==> src/rtl/jtopl_eg_pkg.sv <==
// rtl/jtopl_eg_pkg.sv - envelope generator shared types, step patterns and rate helper
package jtopl_eg_pkg;

    typedef enum logic [1:0] {
        EG_ATTACK  = 2'd0,
        EG_DECAY   = 2'd1,
        EG_SUSTAIN = 2'd2,
        EG_RELEASE = 2'd3
    } eg_state_t;

    localparam int NSLOTS_DEF = 18;

    // Index by rate fraction f, then by the 3-bit counter phase
    localparam logic [3:0][7:0] PAT = {8'b11111110, 8'b11101110, 8'b11101010, 8'b10101010};

    function automatic logic [5:0] eff_rate(input logic [3:0] base, input logic [3:0] ksr);
        logic [6:0] sum;
        sum = {1'b0, base, 2'b00} + {3'b000, ksr};
        if (base == 4'd0) return 6'd0;
        return (sum > 7'd63) ? 6'd63 : sum[5:0];
    endfunction

endpackage

==> src/rtl/jtopl_eg_step.sv <==
// rtl/jtopl_eg_step.sv - effective rate plus envelope counter to step and sum_up strobes
module jtopl_eg_step
    import jtopl_eg_pkg::*;
#(
    parameter int CNTW = 15
) (
    input  logic [5:0]      r6,
    input  logic [CNTW-1:0] cnt,
    output logic            step,
    output logic            sum_up
);

    logic [3:0]      r;
    logic [1:0]      f;
    logic [3:0]      sh;
    logic [CNTW-1:0] mask;
    logic [CNTW-1:0] shifted;
    logic [2:0]      idx;

    always_comb begin
        r       = r6[5:2];
        f       = r6[1:0];
        // Shift only meaningful for r < 12; upper rates update every sample
        sh      = 4'd11 - r;
        mask    = (CNTW'(1) << sh) - CNTW'(1);
        shifted = cnt >> sh;
        idx     = cnt[2:0];
        step    = 1'b0;
        sum_up  = 1'b0;
        if (r6 == 6'd0) begin
            step   = 1'b0;
            sum_up = 1'b0;
        end else if (r < 4'd12) begin
            idx    = shifted[2:0];
            sum_up = ((cnt & mask) == '0);
            step   = PAT[f][idx];
        end else begin
            sum_up = 1'b1;
            step   = PAT[f][idx];
        end
    end

endmodule

==> src/rtl/jtopl_eg_ctrl.sv <==
// rtl/jtopl_eg_ctrl.sv - per-slot ADSR phase tracking and rate/strobe timing for the OPL EG
module jtopl_eg_ctrl
    import jtopl_eg_pkg::*;
#(
    parameter int NSLOTS = NSLOTS_DEF,
    parameter int CNTW   = 15
) (
    input  logic       clk,
    input  logic       rst_n,
    input  logic       cen,
    input  logic       zero,
    input  logic       keyon,
    input  logic       eg_type,
    input  logic [3:0] ar,
    input  logic [3:0] dr,
    input  logic [3:0] rr,
    input  logic [3:0] sl,
    input  logic [3:0] ksr_kc,
    input  logic [9:0] eg_cur,
    output logic       attack,
    output logic       step,
    output logic [4:0] rate,
    output logic       sum_up,
    output logic [1:0] eg_state
);

    localparam int SW = $clog2(NSLOTS);

    logic [SW-1:0]   slot_cnt;
    logic [CNTW-1:0] env_cnt;
    eg_state_t       st_mem  [NSLOTS];
    logic            kon_mem [NSLOTS];

    logic [SW-1:0] cur_slot;
    eg_state_t     cur_st;
    logic          cur_kon;
    eg_state_t     nxt_st;
    logic [4:0]    sl_eff;
    logic [3:0]    base;
    logic [5:0]    r6;
    logic          step_c;
    logic          sum_up_c;

    always_comb begin
        cur_slot = zero ? '0 : slot_cnt;
        cur_st   = st_mem[cur_slot];
        cur_kon  = kon_mem[cur_slot];
        sl_eff   = (sl == 4'd15) ? 5'd31 : {1'b0, sl};

        // Key-on edge wins over everything; key-off forces release from any live phase
        nxt_st = cur_st;
        if (keyon && !cur_kon)
            nxt_st = EG_ATTACK;
        else if (!keyon && cur_st != EG_RELEASE)
            nxt_st = EG_RELEASE;
        else if (cur_st == EG_ATTACK && eg_cur == 10'd0)
            nxt_st = EG_DECAY;
        else if (cur_st == EG_DECAY && eg_cur[9:5] >= sl_eff)
            nxt_st = EG_SUSTAIN;

        base = 4'd0;
        unique case (nxt_st)
            EG_ATTACK:  base = ar;
            EG_DECAY:   base = dr;
            EG_SUSTAIN: base = eg_type ? 4'd0 : rr;
            EG_RELEASE: base = rr;
        endcase
        r6 = eff_rate(base, ksr_kc);
    end

    jtopl_eg_step #(
        .CNTW(CNTW)
    ) u_step (
        .r6     (r6),
        .cnt    (env_cnt),
        .step   (step_c),
        .sum_up (sum_up_c)
    );

    always_ff @(posedge clk) begin
        if (!rst_n) begin
            for (int i = 0; i < NSLOTS; i++) begin
                st_mem[i]  <= EG_RELEASE;
                kon_mem[i] <= 1'b0;
            end
            slot_cnt <= '0;
            env_cnt  <= '0;
            attack   <= 1'b0;
            step     <= 1'b0;
            rate     <= 5'd0;
            sum_up   <= 1'b0;
            eg_state <= 2'd3;
        end else if (cen) begin
            st_mem[cur_slot]  <= nxt_st;
            kon_mem[cur_slot] <= keyon;
            slot_cnt <= (cur_slot == SW'(NSLOTS - 1)) ? '0 : cur_slot + SW'(1);
            if (zero)
                env_cnt <= env_cnt + CNTW'(1);
            attack   <= (nxt_st == EG_ATTACK);
            step     <= step_c;
            rate     <= r6[5:1];
            sum_up   <= sum_up_c;
            eg_state <= nxt_st;
        end
    end

endmodule

==> config.mk <==
export PLATFORM = sky130hd
export DESIGN_NAME = jtopl_eg_ctrl
export DESIGN_NICKNAME = d
export VERILOG_FILES = /design/src/rtl/jtopl_eg_pkg.sv /design/src/rtl/jtopl_eg_step.sv /design/src/rtl/jtopl_eg_ctrl.sv
export SDC_FILE = /design/constraint.sdc
export NUM_CORES = 1
export LEC_CHECK = 0
export BUFFER_PORTS_ARGS = -buffer_cell sky130_fd_sc_hd__buf_4
export CAP_MARGIN = 10
export CORE_ASPECT_RATIO = 0.9
export CORE_MARGIN = 2
export CORE_UTILIZATION = 35
export DETAILED_ROUTE_END_ITERATION = 6
export GPL_ROUTABILITY_DRIVEN = 0
export GPL_TIMING_DRIVEN = 0
export HOLD_SLACK_MARGIN = 0.02
export PLACE_DENSITY_LB_ADDON = 0.05
export SETUP_SLACK_MARGIN = 0.3
export SLEW_MARGIN = 5
export SYNTH_ARGS = -nofsm -noshare
export SYNTH_HDL_FRONTEND = slang
export SYNTH_SLANG_ARGS = --single-unit
==> constraint.sdc <==
create_clock -name clk -period 6.9 [get_ports clk]
set_input_delay 0.345 -clock clk [delete_from_list [all_inputs] [get_ports clk]]
set_output_delay 0.345 -clock clk [all_outputs]
set_load 0.05 [all_outputs]
==> results.cfg, run 1 <==
[power_and_ir_drop]
leakagePower_nw = 3.04
vdd_drop_max_mv = 0.169
p_per_area_nw_per_um2 = 237

[drt]
wl_um = 25500
route.met3.wl_um = 2190
wl_met2_um = 10900
postRouteAntennaNets = 0
vias = 6721
wirelength_met1_um = 12100
drt-wirelength-per-cell_um = 21.9
drc = 0
highest_layer = met4
drt_iter0_drc = 612
drt_pre_antenna_iters = 5
avgViaCountPerCell = 5.77

[timing]
clock_skew_ps = 19.8
min_period_ps = 6300
hold_slack_ps = 353
finalMaxSlewViolations = 0
timing.final.crit_share = 0.914
rsz0062_at_grt = false
worstMarginPinSlew_ps = 874
max_slew_margin = 0.412
timing.fmax_mhz = 159
finalHoldViolCount = 0
setup_viol = 0

[final_layout]
stdcell_area_um2 = 9070
num-fill-cells = 2059
layout-drive-gt1-share = 0.204
post-route-util = 0.433
diodes = 0
fin_cells = 1165
nNetsFinal = 916
area_growth_pct = 20.1

[clock_tree]
path_clk_slew_ps = 60
cts_root_buf = clkbuf_16
htreeDepth = 4
clock_latency_ps = 430
clock-sinks = 126
cts_tree = yes
ctsLongestPathBuffers = 2
cts_made_buffers = 17

[logic_synthesis]
ys.flop_type = edfxtp_1
synth_edf_count = 79
syn_area_per_cell_um2 = 9.46
yosysWarnings = 0
ys_seq_area_frac = 0.439
ys_top_cells_by_area = edfxtp_1, dfxtp_1, nand2_1, nor2_1, mux2i_1
netlist.area_leader.share = 0.314
synthCells = 798
ys_ff_latch = 126
yosys.area.top_type = edfxtp_1
synth_cell_types = 89
synth_area_um2 = 7550
async_flop_share = 0
syn-num-nets = 848

[worst_setup_path]
worstSetupPathType = flop to flop
worstPathRequired_ps = 7200
reg2reg_to = sum_up
arrival_ps = 6600
r2r_start = slot_cnt[0]
cp_top_family = simple AND/OR/NAND/NOR gates
crit_slowest_cell = or4_4
r2r_slack_ps = 600
worst_setup_path_start_kind = flop
worst-r2r-cell-count = 34
cp_slowest_stage_delay_ps = 580
path_max_fanout = 10
crit_top_cell = a21oi_2
end_kind = flop
worst-path-buf-inv = 9

[floorplan]
ioPinCount = 46
die-area_um2 = 22800
die_w_um = 159
die_h_um = 143
rows = 50
core_um2 = 21000
start_util = 0.360

[global_route]
overflow = 0
grtUsageTotal = 0.224
grt_max_degree = 17
grt_pass1_vias = 6458
grt_pass1_wl_um = 38700
antenna_found_initial = 0

[min_path]
hold_end = kon_mem[1]
hold-path-cell-count = 3
hold_path.class = primary input to flop
worstHoldStart = rst_n

[placement]
dpl-instance-area_um2 = 8230
dpl.hpwl_um = 18800
io_buffers = 43
place_inst = 1127

[status]
outcome = finished, final reports clean

[run]
maxCapViolCount = 0
==> worst max path at each step <==
| stage | slack [ps] | cells past startpoint | from | to |
|---|---|---|---|---|
| 6_report | 600 | 34 | slot_cnt[0] | sum_up |
| 3_3_place_gp | -910 | 33 | zero | sum_up |
| 3_5_place_dp | -1090 | 33 | zero | sum_up |
| 4_1_cts | 300 | 33 | slot_cnt[0] | sum_up |
| 5_1_grt | 310 | 33 | slot_cnt[0] | sum_up |
| 2_1_floorplan | 770 | 32 | slot_cnt[0] | sum_up |
==> worst reg2reg max path, delay by kind of cell, from the launching register on <==
kind,cells,cell delay (ps)
AO/OA/AOI/OAI,11,1620
AND/OR/NAND/NOR,9,1760
flip-flops,1,320
buffers and inverters,9,1310
multiplexers,1,250
adder cells (fa/ha/maj),4,940
==> per-layer routing <==
metal / vias up / GRT usage
li1: 3097 / -
met1: 3284 / 0.322
met2: 306 / 0.337
met3: 34 / 0.0595
met4: 0 / 0.0555
met5: - / 0
==> layout make-up <==
cell class / instances / area, um^2 / share of cell area
Clock inverter: 11 / 81.3 / 0.00897
Timing Repair Buffer: 49 / 380 / 0.0419
Buffer: 57 / 369 / 0.0407
Inverter: 35 / 136 / 0.0150
Multi-Input combinational cell: 580 / 3960 / 0.437
Tap cell: 286 / 358 / 0.0395
Clock buffer: 21 / 472 / 0.0520
Sequential cell: 126 / 3310 / 0.365
==> flip-flops by register name (all words and copies together), names as in the netlist <==
register and cells:
step 1, sum_up 1, slot_cnt 5, kon_mem 32, env_cnt 15, eg_state 2, st_mem 64, attack 1
rate 5
==> cells in the final DEF (no fill, tap or decap), types with 6 or more instances in the layout <==
cell	netlist	final
buf_6	9	9
nor3_1	12	12
and2_1	17	17
nand3_1	34	34
a221oi_1	8	8
a21boi_0	6	6
buf_4	5	54
inv_1	31	30
clkbuf_1	29	29
or3_1	10	9
nor2_1	62	60
clkbuf_16	0	18
a22o_1	11	11
nand4_1	9	9
dfxtp_1	47	47
nor4_1	9	9
edfxtp_1	79	79
o31ai_1	7	7
nand2_1	98	98
a211oi_1	8	6
mux2_2	13	13
mux2i_1	23	20
ha_1	13	11
nand2b_1	13	13
buf_2	12	9
xnor2_1	11	11
a21oi_1	42	38
nor2b_1	10	9
o21ai_0	43	42
==> cell usage after synthesis, types with 6 or more instances <==
cell and n:
nand2_1 98, edfxtp_1 79, nor2_1 62, dfxtp_1 47, o21ai_0 43, a21oi_1 42, nand3_1 34, inv_1 31
clkbuf_1 29, mux2i_1 23, and2_1 17, ha_1 13, mux2_2 13, nand2b_1 13, buf_2 12, nor3_1 12
a22o_1 11, xnor2_1 11, nor2b_1 10, or3_1 10, buf_6 9, nand4_1 9, nor4_1 9, a211oi_1 8
a221oi_1 8, o22ai_1 8, o31ai_1 7, a21boi_0 6, o21bai_1 6
==> through the flow <==
step	TNS (ps)	power, mW	setup WS, ps
2_1_floorplan	0	1.13	773
3_3_place_gp	-906	1.26	-906
3_5_place_dp	-1090	1.27	-1090
4_1_cts	0	2.14	300
5_1_grt	0	2.23	313
6_report	0	2.15	597
==> power by group <==
group          switching, mW  internal, mW  leakage, nW  total, mW
combinational          0.312         0.174         1.74      0.486
clock                  0.357         0.494        0.278      0.851
sequential           0.00711         0.808         1.02      0.815
total                  0.676          1.48         3.04       2.15
==> timing repair <==
item / 4_1_cts / 5_1_grt
setup endpoints to repair: 1 / 1
hold buffers: 0 / 0
pin swaps: 1 / 5
buffers inserted: 3 / 3
endpoints found under the hold margin: 0 / 0
resized for setup: 38 / 16
==> logic make-up (layout without fill, tap and decap cells) <==
family | count (synthesis) | in the layout | synth area share
fa+ha+maj | 15 | 15 | 0.0257
simple gates | 302 | 302 | 0.201
xor+xnor | 12 | 12 | 0.0139
flops | 126 | 126 | 0.439
mux | 42 | 42 | 0.0648
compound gates | 209 | 209 | 0.197
buf+inv | 92 | 173 | 0.0592
Power figures use the tool's default switching activity.
==> inputs of run 2 (changes only) <==
RECOVER_POWER = 25   (was unset)
==> run 2 against run 1 <==
- clock skew is 0.91 ps lower
- routed wire length is essentially flat
- global-route usage unchanged
- core utilization shrank 0.24 points
- die area did not move
- sequential power hardly changed
- clock-buffer cell count is the same
- combinational power down 1%
- clock power about the same
- via count down 0.12%
- largest cell class unchanged
==> results.cfg, run 2 (same netlist as run 1, synthesis figures left out) <==
[drt]
postRouteAntennaNets = 0
drt_iter0_drc = 597
vias = 6713
avgViaCountPerCell = 5.76
drt_pre_antenna_iters = 5
drt-wirelength-per-cell_um = 21.9
wl_um = 25500
drc = 0

[min_path]
hold-path-cell-count = 3
hold_end = kon_mem[1]
worstHoldStart = rst_n
hold_path.class = primary input to flop

[global_route]
overflow = 0
grt_pass1_wl_um = 38700
grt_max_degree = 17
grt_pass1_vias = 6458
grtUsageTotal = 0.224
antenna_found_initial = 0

[power_and_ir_drop]
totalPowerFinal_mw = 2.14
leakagePower_nw = 2.98
vdd_drop_max_mv = 0.170
p_per_area_nw_per_um2 = 238

[timing]
hold_slack_ps = 340
clock_skew_ps = 18.9
timing.fmax_mhz = 155
worstMarginPinSlew_ps = 878
finalHoldViolCount = 0
finalSetupTns_ps = 0
timing.final.crit_share = 0.938
min_period_ps = 6470
max_slew_margin = 0.409
setup_viol = 0
finalMaxSlewViolations = 0
fin_ws_ps = 429
rsz0062_at_grt = false

[worst_setup_path]
end_kind = flop
arrival_ps = 6770
reg2reg_to = sum_up
path_max_fanout = 10
worst_setup_path_start_kind = primary input
worst-r2r-cell-count = 33
worstSetupPathType = primary input to flop
startpoint = zero
r2r_start = slot_cnt[4]
r2r_slack_ps = 540
cp_slowest_stage_delay_ps = 530
worstPathRequired_ps = 7200
crit_slowest_cell = clkbuf_1

[final_layout]
reg_top3 = st_mem: 64 flops, kon_mem: 32 flops, env_cnt: 15 flops
regArea_um2 = 3310
most-common-layout-cells = nand2_1, edfxtp_1, nor2_1, dfxtp_1, buf_4
largest_reg_flops = 64
nNetsFinal = 916
layout-drive-gt1-share = 0.188
multi_input_area_um2 = 3960
area_growth_pct = 19.5
num-fill-cells = 2070
largest-register = st_mem
diodes = 0
layout_commonest_cell = nand2_1

[clock_tree]
cts_made_buffers = 17
path_clk_slew_ps = 60
cts_tree = yes
htreeDepth = 4
ctsLongestPathBuffers = 2
cts_root_buf = clkbuf_16
clock-sinks = 126
clock_latency_ps = 430

[placement]
io_buffers = 43
dpl.hpwl_um = 18800
place_worst_setup_slack_ps = -1090

[floorplan]
die_w_um = 159
die_h_um = 143
ioPinCount = 46
die-area_um2 = 22800
start_util = 0.360
core_um2 = 21000
rows = 50

[run]
maxCapViolCount = 0

[status]
outcome = finished, final reports clean
-- run 2: layer usage --
| metal | global-route usage | vias to the layer above | wire length, um |
|---|---|---|---|
| li1 | - | 3092 | - |
| met1 | 0.322 | 3259 | 12100 |
| met2 | 0.337 | 328 | 10800 |
| met3 | 0.0595 | 34 | 2240 |
| met4 | 0.0555 | 0 | 350 |
| met5 | 0 | - | 0 |
-- run 2: layout make-up --
cell class | instances | area share
Multi-Input combinational cell | 580 | 0.439
Sequential cell | 126 | 0.367
Clock buffer | 21 | 0.0523
Buffer | 57 | 0.0400
Tap cell | 286 | 0.0397
Timing Repair Buffer | 49 | 0.0376
Inverter | 35 | 0.0151
Clock inverter | 11 | 0.00902
-- run 2: timing repair --
item,CTS,global route
pin swaps,1,5
gates resized for setup,38,16
buffers inserted,3,3
hold buffers,0,0
setup endpoints to repair,1,1
-- run 2: worst max-delay path: cells and delay by family --
family	cells	cell delay [ps]
compound gates	13	2160
buf+inv	9	1890
simple gates	6	1120
fa+ha+maj	4	930
mux	1	310
-- run 2: worst max-delay path by stage --
stage	to	cells past startpoint	slack [ps]
5_1_grt	sum_up	32	170
6_report	sum_up	33	430
2_1_floorplan	sum_up	32	770
3_3_place_gp	sum_up	33	-910
4_1_cts	sum_up	33	300
3_5_place_dp	sum_up	33	-1090
-- run 2: power breakdown --
| part | total (mW) | switching (mW) | internal (mW) | leakage (nW) |
|---|---|---|---|---|
| registers | 0.815 | 0.00694 | 0.808 | 1.02 |
| clock network | 0.850 | 0.356 | 0.494 | 0.278 |
| logic | 0.480 | 0.312 | 0.167 | 1.69 |
-- run 2: metrics by stage --
stage / cell area [um^2] / util / instances
after detailed placement: 8230 / 0.393 / 1127
after CTS: 8980 / 0.429 / 1162
after global routing: 9020 / 0.430 / 1165
final: 9020 / 0.430 / 1165
after global placement: 8230 / 0.393 / 1127
after floorplan: 7550 / - / 798
